[src/rtl/key_step_pulse_if.sv]
// key_step_pulse_if
//   Groups the key input and the three debounced outputs of key_step_pulse.
//   Ports:
//     iKey     - raw push-button level, asynchronous to the system clock
//     oLevel   - debounced key level
//     oPulse   - one-cycle step pulse (press, plus repeats when enabled)
//     oRelease - one-cycle pulse on an accepted release
//   Modports:
//     master - drives the key and observes the outputs (button side / bench)
//     slave  - the debouncer itself
interface key_step_pulse_if;
    logic iKey;
    logic oLevel;
    logic oPulse;
    logic oRelease;

    modport master (output iKey, input oLevel, input oPulse, input oRelease);
    modport slave  (input iKey, output oLevel, output oPulse, output oRelease);
endinterface

[src/rtl/key_step_pulse.sv]
// key_step_pulse
//   Synchronizes a raw push-button, debounces it with a four-state FSM and
//   emits a one-cycle step pulse for the downstream 3-bit counter, plus the
//   debounced level and a one-cycle release pulse. All outputs are registered.
//   Optional feature macro: KEY_AUTOREPEAT_EN
//     defined   - while the key stays held, extra step pulses fire
//                 REPEAT_DELAY cycles after the press pulse, then every
//                 REPEAT_PERIOD cycles.
//     undefined - exactly one step pulse per accepted press.
//   Ports:
//     CLK   - system clock, rising edge
//     rst_n - asynchronous active-low reset
//     key   - key_step_pulse_if.slave (iKey in; oLevel, oPulse, oRelease out)
module key_step_pulse #(
    parameter int SYNC_STAGES     = 2,
    parameter int DEBOUNCE_CYCLES = 1_000_000,
    parameter int REPEAT_DELAY    = 50_000_000,
    parameter int REPEAT_PERIOD   = 10_000_000
) (
    input  logic            CLK,
    input  logic            rst_n,
    key_step_pulse_if.slave key
);

    localparam int CW = $clog2(DEBOUNCE_CYCLES + 1);
    localparam logic [CW-1:0] CNT_DONE = CW'(DEBOUNCE_CYCLES);

    // Elaboration-time sanity check on the configuration.
    if (SYNC_STAGES < 2 || DEBOUNCE_CYCLES < 1 || REPEAT_DELAY < 1 || REPEAT_PERIOD < 1) begin : g_param_check
        $error("key_step_pulse: illegal parameter value");
    end

    typedef enum logic [1:0] {
        IDLE         = 2'd0,
        PRESS_WAIT   = 2'd1,
        PRESSED      = 2'd2,
        RELEASE_WAIT = 2'd3
    } state_t;

    logic [SYNC_STAGES-1:0] sync_q, sync_d;
    state_t                 state_q, state_d;
    logic [CW-1:0]          cnt_q, cnt_d;
    logic                   level_q, level_d;
    logic                   pulse_q, pulse_d;
    logic                   release_q, release_d;
    logic                   key_sync;

`ifdef KEY_AUTOREPEAT_EN
    localparam int RMAX = (REPEAT_DELAY > REPEAT_PERIOD) ? REPEAT_DELAY : REPEAT_PERIOD;
    localparam int RW   = $clog2(RMAX + 1);
    localparam logic [RW-1:0] REP_DELAY  = RW'(REPEAT_DELAY);
    localparam logic [RW-1:0] REP_PERIOD = RW'(REPEAT_PERIOD);

    // rep_cnt counts PRESSED cycles since the last step pulse; rep_armed
    // marks that the first (delayed) repeat has already fired.
    logic [RW-1:0] rep_cnt_q, rep_cnt_d;
    logic          rep_armed_q, rep_armed_d;
    logic [RW-1:0] rep_next;
    logic [RW-1:0] rep_target;
`endif

    // The FSM only ever looks at the last synchronizer flop.
    assign sync_d   = {sync_q[SYNC_STAGES-2:0], key.iKey};
    assign key_sync = sync_q[SYNC_STAGES-1];

    always_comb begin
        state_d   = state_q;
        cnt_d     = cnt_q;
        level_d   = level_q;
        pulse_d   = 1'b0;
        release_d = 1'b0;
`ifdef KEY_AUTOREPEAT_EN
        rep_cnt_d   = rep_cnt_q;
        rep_armed_d = rep_armed_q;
        rep_next    = rep_cnt_q + RW'(1);
        rep_target  = rep_armed_q ? REP_PERIOD : REP_DELAY;
`endif
        case (state_q)
            IDLE: begin
                level_d = 1'b0;
`ifdef KEY_AUTOREPEAT_EN
                rep_cnt_d   = '0;
                rep_armed_d = 1'b0;
`endif
                if (key_sync) begin
                    state_d = PRESS_WAIT;
                    cnt_d   = CW'(1);
                end
            end
            PRESS_WAIT: begin
                if (!key_sync) begin
                    state_d = IDLE;
                end else if (cnt_q == CNT_DONE) begin
                    state_d = PRESSED;
                    level_d = 1'b1;
                    pulse_d = 1'b1;
`ifdef KEY_AUTOREPEAT_EN
                    rep_cnt_d   = '0;
                    rep_armed_d = 1'b0;
`endif
                end else begin
                    // cnt_q < CNT_DONE here, so the increment cannot wrap.
                    cnt_d = cnt_q + CW'(1);
                end
            end
            PRESSED: begin
                if (!key_sync) begin
                    state_d = RELEASE_WAIT;
                    cnt_d   = CW'(1);
                end
`ifdef KEY_AUTOREPEAT_EN
                else if (rep_next == rep_target) begin
                    pulse_d     = 1'b1;
                    rep_cnt_d   = '0;
                    rep_armed_d = 1'b1;
                end else begin
                    rep_cnt_d = rep_next;
                end
`endif
            end
            RELEASE_WAIT: begin
                // Repeat counter is deliberately left frozen here.
                if (key_sync) begin
                    state_d = PRESSED;
                end else if (cnt_q == CNT_DONE) begin
                    state_d   = IDLE;
                    level_d   = 1'b0;
                    release_d = 1'b1;
                end else begin
                    cnt_d = cnt_q + CW'(1);
                end
            end
            default: begin
                state_d = IDLE;
                level_d = 1'b0;
            end
        endcase
    end

    always_ff @(posedge CLK or negedge rst_n) begin
        if (!rst_n) begin
            sync_q    <= '0;
            state_q   <= IDLE;
            cnt_q     <= '0;
            level_q   <= 1'b0;
            pulse_q   <= 1'b0;
            release_q <= 1'b0;
        end else begin
            sync_q    <= sync_d;
            state_q   <= state_d;
            cnt_q     <= cnt_d;
            level_q   <= level_d;
            pulse_q   <= pulse_d;
            release_q <= release_d;
        end
    end

`ifdef KEY_AUTOREPEAT_EN
    always_ff @(posedge CLK or negedge rst_n) begin
        if (!rst_n) begin
            rep_cnt_q   <= '0;
            rep_armed_q <= 1'b0;
        end else begin
            rep_cnt_q   <= rep_cnt_d;
            rep_armed_q <= rep_armed_d;
        end
    end
`endif

    assign key.oLevel   = level_q;
    assign key.oPulse   = pulse_q;
    assign key.oRelease = release_q;

endmodule

[src/flat_wrapper.sv]
// flat-port wrapper written by rule: the top's interface ports become plain ports
module key_step_pulse_flat 
#(
    parameter int SYNC_STAGES     = 2,
    parameter int DEBOUNCE_CYCLES = 1_000_000,
    parameter int REPEAT_DELAY    = 50_000_000,
    parameter int REPEAT_PERIOD   = 10_000_000
)
  (CLK, rst_n, key_iKey, key_oLevel, key_oPulse, key_oRelease);
  key_step_pulse_if key_i ();
  input  logic CLK;
  input  logic rst_n;
  input wire logic [$bits(key_i.iKey)-1:0] key_iKey;
  output wire logic [$bits(key_i.oLevel)-1:0] key_oLevel;
  output wire logic [$bits(key_i.oPulse)-1:0] key_oPulse;
  output wire logic [$bits(key_i.oRelease)-1:0] key_oRelease;
  assign key_i.iKey = key_iKey;
  assign key_oLevel = key_i.oLevel;
  assign key_oPulse = key_i.oPulse;
  assign key_oRelease = key_i.oRelease;
  key_step_pulse #(.SYNC_STAGES(SYNC_STAGES), .DEBOUNCE_CYCLES(DEBOUNCE_CYCLES), .REPEAT_DELAY(REPEAT_DELAY), .REPEAT_PERIOD(REPEAT_PERIOD)) u_core (.CLK(CLK), .rst_n(rst_n), .key(key_i));
endmodule
[config.mk]
export PLATFORM = sky130hd
export DESIGN_NAME = key_step_pulse_flat
export DESIGN_NICKNAME = d
export VERILOG_FILES = /design/src/rtl/key_step_pulse_if.sv /design/src/rtl/key_step_pulse.sv /design/src/flat_wrapper.sv
export SDC_FILE = /design/constraint.sdc
export NUM_CORES = 1
export LEC_CHECK = 0
export CORE_ASPECT_RATIO = 1.5
export CORE_MARGIN = 10
export CORE_UTILIZATION = 50
export CTS_CLUSTER_SIZE = 16
export DETAILED_ROUTE_END_ITERATION = 12
export GPL_ROUTABILITY_DRIVEN = 0
export PLACE_DENSITY = 0.67
export SLEW_MARGIN = 20
export SYNTH_ARGS = -nofsm -noshare
export SYNTH_HDL_FRONTEND = slang
export SYNTH_SLANG_ARGS = --single-unit
[constraint.sdc]
create_clock -name CLK -period 2.21 [get_ports CLK]
set_input_delay 0.442 -clock CLK [delete_from_list [all_inputs] [get_ports CLK]]
set_output_delay 0.442 -clock CLK [all_outputs]
set_load 0.03 [all_outputs]
* Word level (Yosys, flattened, before mapping)
Index checks and enable logic that the tools add are counted.
Word-level totals: output and inout port bits 3, register bits after elaboration 27, input bits 3, logic and storage cells 47
Operators by class: equality and inequality tests 12, add/subtract/negate cells 1, multiplexer cells 23, reduce and logical (&&, ||, !) cells 5
Operators with widths (number):
- 2-to-1 mux 20 bit | 5
- one-hot mux 20 bit (4 select lines) | 1
- adder 20 x 1 -> 20 bit (second input constant) | 1
- == test 20 bit (second input constant) | 1
- 2-to-1 mux 2 bit | 6
- 2-to-1 mux 1 bit | 9
- != test 2 x 1 -> 1 bit (second input constant) | 4
- one-hot mux 2 bit (4 select lines) | 1
- AND reduction 4 bit | 2
- AND reduction 5 bit | 1
- == test 2 bit (second input constant) | 2
- != test 2 bit (second input constant) | 2
- != test 3 x 1 -> 1 bit (second input constant) | 1
- != test 3 bit (second input constant) | 1
- one-hot mux 1 bit (3 select lines) | 1
- nonzero test 3 bit | 1
- == test 2 x 1 -> 1 bit (second input constant) | 1
- logical NOT 2 bit | 1

* Longest topological paths before layout
word-level depth 4, depth in mapped cells 6, mapped depth without buffers 6

* Least setup slack after synthesis
No wires, ideal clock.
path type register to register, start point register u_core.cnt_q[0], end point register u_core.cnt_q[18], data arrival time 1491 ps, required time 2141 ps, period minus slack after synthesis 1561 ps, cell stages (with the launch flop) 6, buffers on the path 0, setup time 69 ps, slack 649 ps, path through dfrtp_1 -> ha_1 -> and3_1 -> nand4_1 -> or4_1 -> nand3_1
Between the ends: longest elaborated chain between the ends 4, elaborated cells on any way between the ends 6, those cells by class 1 x add/sub; 1 x eq/ne; 4 x mux
RTL lines:
- start: declaration | line key_step_pulse.sv:42 | logic [CW-1:0] cnt_q, cnt_d;
- start signal: assignment | line key_step_pulse.sv:151 | cnt_q <= cnt_d;
- adder 20 x 1 -> 20 bit / == test 20 bit (equally long branches)
- 2-to-1 mux 20 bit (*) | line key_step_pulse.sv:93, key_step_pulse.sv:125
- 2-to-1 mux 20 bit, on equally long branches | line key_step_pulse.sv:123, key_step_pulse.sv:91
- one-hot mux 20 bit (4 select lines) (*) | line key_step_pulse.sv:78 | case (state_q)
Mark *: on every way between the ends. The rest lies on a longest branch, timed or not. The select of a mux whose other input is x is not followed. A chain may end at the register's enable or synchronous reset.

* Final worst setup path
start point register u_core.cnt_q[14], end point register u_core.level_q (netlist: u_core.key.oLevel)
Between the ends: longest elaborated chain between the ends 3, elaborated cells on any way between the ends 4, those cells by class 3 x eq/ne; 1 x reduce/logical
RTL lines:
- == test 20 bit (*) | line key_step_pulse.sv:93, key_step_pulse.sv:125
- != test 2 x 1 -> 1 bit (no line)
- AND reduction 5 bit (no line) (*)
- end signal: assignment | line key_step_pulse.sv:152 | level_q <= level_d;
- end: declaration | line key_step_pulse.sv:43 | logic level_q, level_d;
Mark *: on every way between the ends. The rest lies on a longest branch, timed or not.

==> run summary <==
The fraction of the cycle the final worst path needs is a little over four fifths. The count of final setup violators came out at 0. The total number of clock tree sinks came out at 27. For this run, the leading register cell type out of synthesis is dfrtp_1.

The number of port buffers came out at 5. The worst hold slack across all endpoints is ~0.38 ns. The number of distinct library cells after synthesis is 44. The tightest min-delay check is of the reg -> reg type. The transition at the pin with the smallest max-transition slack is 0.445 ns.

The fraction of layout cells with a size suffix above 1 is roughly 7.9%. The worst path required time is roughly 2.4 ns. For the finished layout, the period the worst path requires is between 1.5 and 2 ns. The area enclosed by the die boundary is between 5000 and 6000 um^2. Static timing analysis puts the maximum clock frequency at 538 MHz.

Once the clock tree was built, the setup fixing pass inserted 0 buffers. The tree is rooted in a clkbuf_8. The die outline height is just under 90 um. The total internal power came out at approximately 0.67 mW.

The antenna cell count came out at 0. The number of register bits inferred by synthesis is 27. The basic-gate share of the synthesized area counting and, or, nand and nor cells came out at about a quarter. The aggregate routed wire length came out at approximately 3.7 mm. The power per cell area is approximately 550 nW/um^2.

The number of buffers added to fix hold violations after cts is 0. The number of enable flip-flop cells after synthesis is 0. The average wire per cell in the routed design came out at between 15 and 20 um. The area growth from synthesis to layout is 7.98%. Summing the sequential cell areas from Yosys gives a little over two fifths of the chip area. In the synthesized netlist the async set-or-reset flop fraction comes to 100%. The peak fanout along the critical path is 8. The site row count came out at 24. The clock latency on the worst-skew pair came out at approximately 0.28 ns. The residual overflow from global routing is 0. In the routed design, unresolved DRC markers number 0. The maximum number of buffers from clock root to sink is 2. The via count of the routed design is about 1400.

The overall routing resource usage came out at between 10% and 20%. Clock-pin slew was measured on the worst setup and hold paths at ~0.10 ns. The final-report hold violation count was 0. The total standard cell area after synthesis came out at between 1500 and 2000 um^2. The via count of the first global-routing pass is ~1300. After detailed placement, the total cell area comes to around 1600 um^2. Synthesis handed over a netlist of ~180 instances. The core region area is 2940 um^2. The category of the critical setup timing path is reg -> reg.

The total number of H-tree levels came out at 1. For this configuration, the core starts out at a cell density of around 53%. The largest family of logic cells by synthesized area is simple AND/OR/NAND/NOR gates. Buffers inserted during clock tree synthesis total 3. The starting DRC count in detailed routing is 73. The area share of the leading cell type in the synthesized netlist came out at ~44%. Setup repair after global routing left no endpoint under its margin. The analysis attributes to net switching a power of 0.247 mW. Synthesis produced a netlist with a net count of roughly 180. The run finished with clean final reports. STA classifies the critical path startpoint as a flop.

Leaving out filler cells and counting taps, the final layout contains between 200 and 250. The total half-perimeter wirelength after legalization and detailed placement came out at 2.62 mm. The power after layout came out at just over 0.9 mW. The clock network power share is about a third. The die is 65.5 um wide. The peak ir drop on the vdd network came out at around 480 uV.

Yosys attributes the largest share of cell area to dfrtp_1 (44%), nand2_1 (4.1%), o21ai_0 (3.9%), nand4_1 (3.6%), nand3_1 (3.2%). Summing the areas of all compound-gate instances in the mapped netlist gives 19.5% of the synthesized area. The leakage component of the power is 0.651 nW. The number of nets at the end of the flow is ~180. The total of max-cap violations is 0. The post-route antenna net violation count came out at 0. Data arrives at the worst endpoint at 2.06 ns.

The synthesized area per cell came out at 8.77 um^2. The post-route cell area is 1680 um^2. The synthesized-area fraction occupied by xor and xnor cells is less than 1%. The biggest area contributor in the post-synthesis netlist is dfrtp_1. The placed instance count came out at 213. Summed over all failing endpoints, the final setup total negative slack is 0 ns. For this design the top-level I/O count stands at 6.

The most common library cell in the layout ignoring fill and taps is dfrtp_1. TritonCTS built the clock tree. The part of the power in combinational logic came out at 9.7%. The pin count of the biggest net entering global routing is 28. Clock skew on the completed layout was measured at 0.00227 ns. The switching portion of total power is ~27%. The portion of netlist area occupied by mux cells is around 2.2%. Once the clock tree was built, the resizer swapped 0 gates to a different size. The initial antenna violation count was 0. The sequential power share is around 58%. The number of fillers in the final layout is just over 300.

The relative slew slack is a little over two thirds. The number of search-and-repair iterations in the first detailed-routing pass is 4. The first global-routing pass estimated between 6 and 7 mm of wire. Leaving out fill and tap cells, the most frequent cells in the layout are dfrtp_1 (27), nand2_1 (17), inv_1 (12), o21ai_0 (12), nand3_1 (10). The number of vias per cell after detailed routing is roughly 6.4. The Yosys step of the flow raised 0 warnings. The final max-slew violation count is 0. STA classifies the critical path endpoint as a flop.

The fraction of the mapped netlist area in adder cells is 1.61%.
-- area by class of cell --
class	instances	area (um^2)	share of cell area (%)
clock buffer	3	41.3	2.46
sequential	27	676	40.3
multi-input combinational	124	766	45.7
timing repair buffer	10	87.6	5.23
inverter	13	48.8	2.91
tap	39	48.8	2.91
clock inverter	1	7.51	0.448
-- registers in the layout, indices dropped and copies added (netlist names), named ones only --
signal               cells
u_core.key.oLevel        1
u_core.key.oPulse        1
u_core.sync_q            2
u_core.state_q           1
u_core.cnt_q            20
u_core.key.oRelease      1
-- logic make-up after synthesis --
logic type,after synthesis
flip-flops,27
AND/OR/NAND/NOR,72
XOR/XNOR,1
AO/OA/AOI/OAI,46
multiplexers,3
adder cells (fa/ha/maj),2
buffers and inverters,26
-- layer usage --
metal	global-route usage (%)	part of all wire, %	up-vias
li1	-	-	659
met1	16.9	44	679
met2	22.7	50	40
met3	2.28	3.3	7
met4	8.20	2.6	0
met5	0	0	-
-- final timing paths --
kind                             startpoint           endpoint  cells past startpoint  slack (ns)
hold reg to reg            u_core.sync_q[0]   u_core.sync_q[1]                      0        0.38
setup reg to reg           u_core.cnt_q[14]  u_core.key.oLevel                      4        0.35
min in group asynchronous             rst_n    u_core.cnt_q[7]                      2        0.52
setup / recovery           u_core.cnt_q[14]  u_core.key.oLevel                      4        0.35
max in group asynchronous             rst_n  u_core.key.oLevel                      2        1.43
hold / removal             u_core.sync_q[0]   u_core.sync_q[1]                      0        0.38
-- stage by stage --
step / setup slack (ns) / utilization, %
global placement: 0.522 / 55.3
finish: 0.351 / 56.9
detailed placement: 0.447 / 55.3
floorplan: 0.649 / -
global route: 0.240 / 56.9
CTS: 0.368 / 56.9
-- worst max-delay path, cell delays in order, from the launching register on --
cell and delay, ns:
dfrtp_1 0.48, nor4b_1 0.42, and3_1 0.30, mux2_2 0.36, nor3_1 0.21
-- cells in the mapped netlist, types with 2 or more instances --
| cell | number |
|---|---|
| o211ai_1 | 2 |
| a31o_2 | 2 |
| nand3_1 | 10 |
| and2_1 | 3 |
| mux2_2 | 3 |
| nor3_1 | 6 |
| clkbuf_1 | 8 |
| o22ai_1 | 5 |
| a31oi_1 | 4 |
| a21oi_1 | 7 |
| o31ai_1 | 4 |
| clkbuf_2 | 2 |
| and3_1 | 5 |
| dfrtp_1 | 27 |
| nand2_1 | 17 |
| o21ai_0 | 12 |
| nor4_1 | 3 |
| nor2_1 | 5 |
| nand4_1 | 9 |
| inv_1 | 12 |
| buf_2 | 2 |
| ha_1 | 2 |
| or4_1 | 3 |
| or3_1 | 3 |
| and4_1 | 2 |
-- power by group through the flow --
| stage | Combinational, mW | Clock, mW | Sequential, mW |
|---|---|---|---|
| after floorplan | 0.0768 | 0 | 0.525 |
| after global placement | 0.0884 | 0 | 0.543 |
| after detailed placement | 0.0907 | 0 | 0.544 |
| after CTS | 0.0909 | 0.297 | 0.534 |
| after global routing | 0.103 | 0.315 | 0.540 |
| final | 0.0897 | 0.296 | 0.535 |
(Power assumes the default switching activity.)
